===== config.mk =====
export PLATFORM = sky130hd
export DESIGN_NAME = alu_seq
export DESIGN_NICKNAME = d
export VERILOG_FILES = /design/src/rtl/alu_seq.sv
export SDC_FILE = /design/constraint.sdc
export NUM_CORES = 1
export LEC_CHECK = 0
export CAP_MARGIN = 20
export CORE_ASPECT_RATIO = 1.1
export CORE_MARGIN = 4
export CORE_UTILIZATION = 50
export CTS_CLUSTER_DIAMETER = 80
export DETAILED_ROUTE_END_ITERATION = 10
export PLACE_DENSITY = 0.7
export REMOVE_ABC_BUFFERS = 1
export SYNTH_ARGS = -nofsm -noshare
export SYNTH_HDL_FRONTEND = slang
export SYNTH_SLANG_ARGS = --single-unit

===== constraint.sdc =====
create_clock -name clk -period 4.75 [get_ports clk]
set_input_delay 0.95 -clock clk [delete_from_list [all_inputs] [get_ports clk]]
set_output_delay 0.95 -clock clk [all_outputs]
set_load 0.005 [all_outputs]

===== src/rtl/alu_seq.sv =====
// Registered WIDTH-bit ALU with valid/ready handshake and iterative shift-add multiplier.
// Define ALU_FAST_MUL_EN to replace the iterative multiplier with a single-cycle multiply.
module alu_seq #(
  parameter  int unsigned WIDTH = 8,
  localparam int unsigned SHW   = $clog2(WIDTH)
) (
  input  logic             clk,
  input  logic             rst,
  input  logic             in_valid,
  output logic             in_ready,
  input  logic [3:0]       opcase,
  input  logic [SHW-1:0]   shiftamt,
  input  logic [WIDTH-1:0] a,
  input  logic [WIDTH-1:0] b,
  output logic             out_valid,
  input  logic             out_ready,
  output logic [WIDTH-1:0] out1,
  output logic [3:0]       flags
);

  typedef enum logic [1:0] {IDLE, MUL_BUSY, DONE} state_t;
  state_t state;

  logic [WIDTH-1:0] res;
  logic [WIDTH:0]   sum, diff;
  logic             z, gt, c, v, is_cmp, sub_v, accept;
`ifdef ALU_FAST_MUL_EN
  logic [2*WIDTH-1:0] prod;
`else
  logic [WIDTH-1:0]   mcand, mplier;
  logic [2*WIDTH-1:0] acc, acc_nxt;
  logic [SHW-1:0]     cnt;
  logic               is_mul;
`endif

  assign in_ready = (state == IDLE) || ((state == DONE) && out_ready);
  assign accept   = in_valid && in_ready;

  always_comb begin
    sum    = {1'b0, a} + {1'b0, b};
    diff   = {1'b0, a} - {1'b0, b};
    sub_v  = (a[WIDTH-1] != b[WIDTH-1]) && (diff[WIDTH-1] != a[WIDTH-1]);
    res    = '0;
    gt     = 1'b0;
    c      = 1'b0;
    v      = 1'b0;
    is_cmp = 1'b0;
`ifdef ALU_FAST_MUL_EN
    prod   = {{WIDTH{1'b0}}, a} * {{WIDTH{1'b0}}, b};
`endif
    case (opcase[2:0])
      3'b000: res = ~a;
      3'b001: res = a & b;
      3'b010: res = a | b;
      3'b011: begin
        if (opcase[3]) begin
          is_cmp = 1'b1;
          gt     = (a > b);
          c      = ~diff[WIDTH];
          v      = sub_v;
        end else begin
`ifdef ALU_FAST_MUL_EN
          res = prod[WIDTH-1:0];
          c   = |prod[2*WIDTH-1:WIDTH];
`endif
        end
      end
      3'b100: begin
        res = sum[WIDTH-1:0];
        c   = sum[WIDTH];
        v   = (a[WIDTH-1] == b[WIDTH-1]) && (sum[WIDTH-1] != a[WIDTH-1]);
      end
      3'b101: begin
        res = diff[WIDTH-1:0];
        c   = ~diff[WIDTH];
        v   = sub_v;
      end
      3'b110: res = opcase[3] ? $unsigned($signed(a) >>> shiftamt) : (a >> shiftamt);
      // Rotate: (a >> 1) >> ~s equals a >> (WIDTH - s) for s > 0 and yields 0 for s == 0.
      3'b111: res = opcase[3] ? ((a << shiftamt) | ((a >> 1) >> ~shiftamt)) : (a << shiftamt);
      default: res = '0;
    endcase
    z = is_cmp ? (a == b) : (res == '0);
  end

`ifndef ALU_FAST_MUL_EN
  assign is_mul  = (opcase == 4'b0011);
  assign acc_nxt = acc + (mplier[cnt] ? ({{WIDTH{1'b0}}, mcand} << cnt) : '0);
`endif

  always_ff @(posedge clk or posedge rst) begin
    if (rst) begin
      state     <= IDLE;
      out_valid <= 1'b0;
      out1      <= '0;
      flags     <= '0;
`ifndef ALU_FAST_MUL_EN
      acc       <= '0;
      cnt       <= '0;
      mcand     <= '0;
      mplier    <= '0;
`endif
    end else if (accept) begin
`ifndef ALU_FAST_MUL_EN
      if (is_mul) begin
        state     <= MUL_BUSY;
        out_valid <= 1'b0;
        acc       <= '0;
        cnt       <= '0;
        mcand     <= a;
        mplier    <= b;
      end else
`endif
      begin
        state     <= DONE;
        out_valid <= 1'b1;
        out1      <= res;
        flags     <= {v, c, gt, z};
      end
    end else begin
      case (state)
`ifndef ALU_FAST_MUL_EN
        MUL_BUSY: begin
          acc <= acc_nxt;
          cnt <= cnt + SHW'(1);
          if (cnt == SHW'(WIDTH - 1)) begin
            state     <= DONE;
            out_valid <= 1'b1;
            out1      <= acc_nxt[WIDTH-1:0];
            flags     <= {1'b0, |acc_nxt[2*WIDTH-1:WIDTH], 1'b0, ~|acc_nxt[WIDTH-1:0]};
          end
        end
`endif
        DONE: begin
          if (out_ready) begin
            state     <= IDLE;
            out_valid <= 1'b0;
          end
        end
        default: ;
      endcase
    end
  end

endmodule


Word level (Yosys, flattened, before mapping)
Index checks and enable logic that the tools add are counted.
{ "totals": {"regBits": 50, "latch_bits": 0, "ramBits": 0, "rom_bits": 0, "output_inout_bits": 14, "wordCells": 102, "memories": 0} }
{ "op_classes": {"addsub": 4, "multipliers": 0, "n_div": 0, "n_lt_le_gt_ge": 2, "n_eq_ne": 20, "shift": 5, "mux": 39, "n_bitwise": 6, "reduce_logical": 18} }
{ "ops": {"columns": ["cell", "count"], "rows": [
  ["$mux W16", 4],
  ["$pmux W8 S7", 1],
  ["$mux W8", 6],
  ["$add A16 B16 Y16", 1],
  ["$mux W4", 4],
  ["$or A8 B8 Y8", 2],
  ["$reduce_or A8 Y1", 2],
  ["$shl A8 B3 Y16", 1],
  ["$eq A3 B3 Y1 const B", 5],
  ["$mux W1", 12],
  ["$add A8 B8 Y9", 1],
  ["$mux W3", 3],
  ["$sub A8 B8 Y9", 1],
  ["$and A8 B8 Y8", 1],
  ["$eq A8 B8 Y1", 1],
  ["$gt A8 B8 Y1", 1],
  ["$logic_not A8 Y1", 1],
  ["$mux W2", 4],
  ["$not A8 Y8", 1],
  ["$shl A8 B3 Y8", 1],
  ["$shr A7 B3 Y8", 1],
  ["$shr A8 B3 Y8", 1],
  ["$sshr A8 B3 Y8", 1],
  ["$eq A3 B2 Y1 const B", 2],
  ["26 further kinds", 36]
]} }

Logic depth before layout (Yosys ltp)
{ "depth": {"word_depth": 9, "ltp_mapped": 16, "ltp_nobuf": 14} }

Least setup slack after synthesis
OpenSTA, ideal clock, no wires.
{ "synth_path": {"path_kind": "register -> register", "from": "reg cnt[0]", "to": "reg flags[2]", "setup_time_ps": 141, "arrival_time_ps": 3506, "slack_ps": 1103, "path_stages_with_launch": 15, "period_less_slack_ps": 3647, "cell_sequence": "dfrtp_1 -> clkbuf_1 -> mux4_2 -> nand2_1 -> and2_1 -> clkbuf_1 -> nor2_1 -> ha_1 -> and3_1 -> and2_1 -> a311o_1 -> o41ai_2 -> o21a_1 -> xor2_1 -> a41oi_1"} }
{ "synth_between": {"elab_chain_cells": 8} }
{ "synth_lines": {"columns": ["element", "line", "source"], "rows": [
  ["start: declaration", "32", "logic [SHW-1:0] cnt;"],
  ["start signal: assignment", "125", "cnt <= cnt + SHW'(1);"],
  ["$bmux W1 S3", "88", "assign acc_nxt = acc + (mplier[cnt] ? ({{WIDTH{1'b0}}, mcand} << cnt) : '0);"],
  ["$mux W1 (implied by the code)", "88", null],
  ["$mux W16", "88", null],
  ["$add A16 B16 Y16", "88", null],
  ["$reduce_or A8 Y1", "130", "flags <= {1'b0, |acc_nxt[2*WIDTH-1:WIDTH], 1'b0, ~|acc_nxt[WIDTH-1:0]};"],
  ["$mux W4", "126", "if (cnt == SHW'(WIDTH - 1)) begin"],
  ["$mux W4", "121", "case (state)"],
  ["$mux W4", "103", "end else if (accept) begin"],
  ["end signal: assignment", "118", "flags <= {v, c, gt, z};"],
  ["end signal: assignment", "130", null],
  ["end: declaration", "18", "output logic [3:0] flags"]
]} }
Several ways; a longest one is shown, not always the timed one. The select of a mux whose other input is x is not followed.
A chain may end at the register's enable or synchronous reset.

Final worst setup path
{ "layout_path": {"from": "reg cnt[1]", "to": "reg flags[2]"} }
Same word-level chain as after synthesis.

==> run metrics <==
CTS clock-pin slew for the worst setup and hold paths 0.10 ns; RSZ-0062 raised after global routing false; outcome completed; clock network power share 0.123; Slew Viols, Final 0; clk root buf clkbuf_8; Initial Util 0.512; Final #Nets 698; power per cell area 386 nW/um2; share of layout cells above drive strength 1 0.0892; Yosys reg bits 49; worst setup margin 0.749 ns; min-delay worst type reg -> reg; reg-to-reg slack, setup 0.75 ns; RD Place Congestion 0.994; Synth warnings 0; area leader, netlist dfrtp_1; core box area 9840 um2; Mapped Cells 610; Final Hold Fails 0; # Post-CTS Setup Buffers 0; Top Ports 41; Placement Setup Slack 0.741 ns; cell with the most instances after synthesis nand2_1; maxcap violations 0; fin crit share 0.842; Worst Hold Endpoint out1[1]; TritonCTS clock tree yes; Clock Sinks 49; hold_buf cts 0; DRC 0; TritonRoute pass-1 iters 5; Wirelength per Cell 19.1 um; number of flops mapped to enable cells by yosys 0; initial drt markers 301; skew final 0.0123 ns; antenna viol nets, final 0; port buffer count 40; Psw 0.954 mW; Commonest cells post-synth nand2_1, dfrtp_1, nor2_1; number of H-tree levels 2; Synth async-reset ratio 1.00; sequential share of power 0.337; register area share after synthesis 0.243; Most used DFF post-synth dfrtp_1; total power 2.17 mW; Overall Global Routing Usage 0.248; number of diodes 0; Clock Path Buffers 2; Critical Path AT 4.19 ns; Num CTS Buffers 5; first-pass GRT wire length 23.7 mm; HPWL after detailed placement 11.3 mm; critical path class reg -> reg; RR Startpoint cnt[1]; die width 104 um; Min-Delay Startpoint out1[1]; initial antenna violation count 0; synth unique cells 80; Fmax achieved 250 MHz; R2R cell count 12; grt ovf 0; Leakage 2.45 nW; r2r endpoint flags[2]; final setup TNS 0 ns; largest net degree at the start of global routing 50; final setup fails 0; worst vdd ir 0.000180 V; Post-Syn Area 5040 um2; max_slew headroom 0.367; area grow syn2layout 11.2%; die area 11,800 um2; fin crit period 4.00 ns; mean number of vias per cell 6.25; post-synth top area share 0.243; vias in the first global route 4,575; Power Internal 1.21 mW; final WL 14.3 mm; Sw Share 0.440; worst-path fanout max 17; Clk Latency, worst-skew pair 0.32 ns; CTS resizes 0; critical path startpoint category flip-flop; logic gate share of total power 0.540; syn_area_per_cell 8.27 um2; Row Count 38; die height 113 um; leading post-synthesis cells by cell area dfrtp_1, ha_1, nand2_1; Req. time, crit path 4.94 ns; Via Count 4,672; Cells on Worst Hold Path 2; endpoint type of the worst setup path flip-flop; Least-Margin Pin Slew 0.947 ns
registers in the layout, summed over array words and instances (netlist names):
signal	cells
out_valid	1
acc	16
state	1
mplier	8
cnt	3
flags	4
mcand	8
out1	8
placed cells by master, fill, tap and decap left out, types with 8 or more instances in the layout:
master           count
a21oi_1             30
a31oi_1              9
nor2_1              45
xor2_1               8
nor3_1              15
buf_4               12
xnor2_1              9
a211oi_1            10
ha_1                41
o21ai_1             21
nand3_1             26
nand2_1             73
nor2b_1             13
inv_1               25
o21ai_0             28
dfrtp_1             49
mux2i_1             17
nand2b_1             8
mux4_2              12
o211ai_1            10
clkdlybuf4s50_1     40
and2_1               8
layout make-up:
class | instances | area (um2)
clock buffer | 6 | 82.6
clock inverter | 2 | 13.8
fill | 937 | 4240
inverter | 30 | 113
multi-input combinational | 488 | 3510
sequential | 49 | 1230
tap | 120 | 150
timing repair buffer | 53 | 510
through the flow:
step / std cells / instance area [um2] / util / hold slack [ns]
after floorplan: 567 / 4850 / - / 0.445
after global placement: 739 / 5490 / 0.558 / 0.465
after detailed placement: 739 / 5490 / 0.558 / 0.474
after CTS: 747 / 5590 / 0.568 / 0.495
after global routing: 748 / 5610 / 0.570 / 0.519
final: 748 / 5610 / 0.570 / 0.490
power by group through the flow:
stage | Clock, mW | Sequential, mW | Combinational (mW)
4_1_cts | 0.269 | 0.731 | 1.16
3_5_place_dp | 0 | 0.740 | 1.16
3_3_place_gp | 0 | 0.730 | 1.14
2_1_floorplan | 0 | 0.708 | 0.747
5_1_grt | 0.290 | 0.760 | 1.31
6_report | 0.266 | 0.731 | 1.17
cell families after synthesis:
group,share of synthesized area
and+or+nand+nor,0.208
AOI/OAI and AO/OA,0.234
buffers and inverters,0.0608
DFF,0.243
adders and majority gates,0.114
muxes,0.111
xor gates and xnor gates,0.0295
critical path, stage by stage, from the launching register on:
cell and delay (ns):
dfrtp_1 0.75, mux4_2 0.42, nand2_1 0.17, nor2_1 0.11, ha_1 0.24, fa_1 0.42, a21oi_1 0.30, o2111ai_1 0.24
a311oi_1 0.50, o21ai_0 0.18, a21oi_1 0.20, xor2_1 0.22, a41oi_1 0.14
metal layers:
layer	GRT usage	routed length, um	vias to the layer above
met1	0.327	6210	2230
met5	0	0	-
met3	0.0274	709	26
met4	0.0922	450	0
met2	0.422	6930	154
li1	-	-	2262
worst max path at each step:
stage | end | startpoint | slack (ns) | cells after the start
finish | flags[2] | cnt[1] | 0.75 | 12
global route | flags[2] | cnt[1] | 0.48 | 12
CTS | flags[2] | cnt[1] | 0.81 | 12
floorplan | flags[2] | cnt[0] | 1.16 | 12
detailed placement | flags[0] | a[1] | 0.74 | 10
global placement | flags[0] | a[2] | 0.77 | 9
No activity file was read; power rests on OpenSTA's default activity.
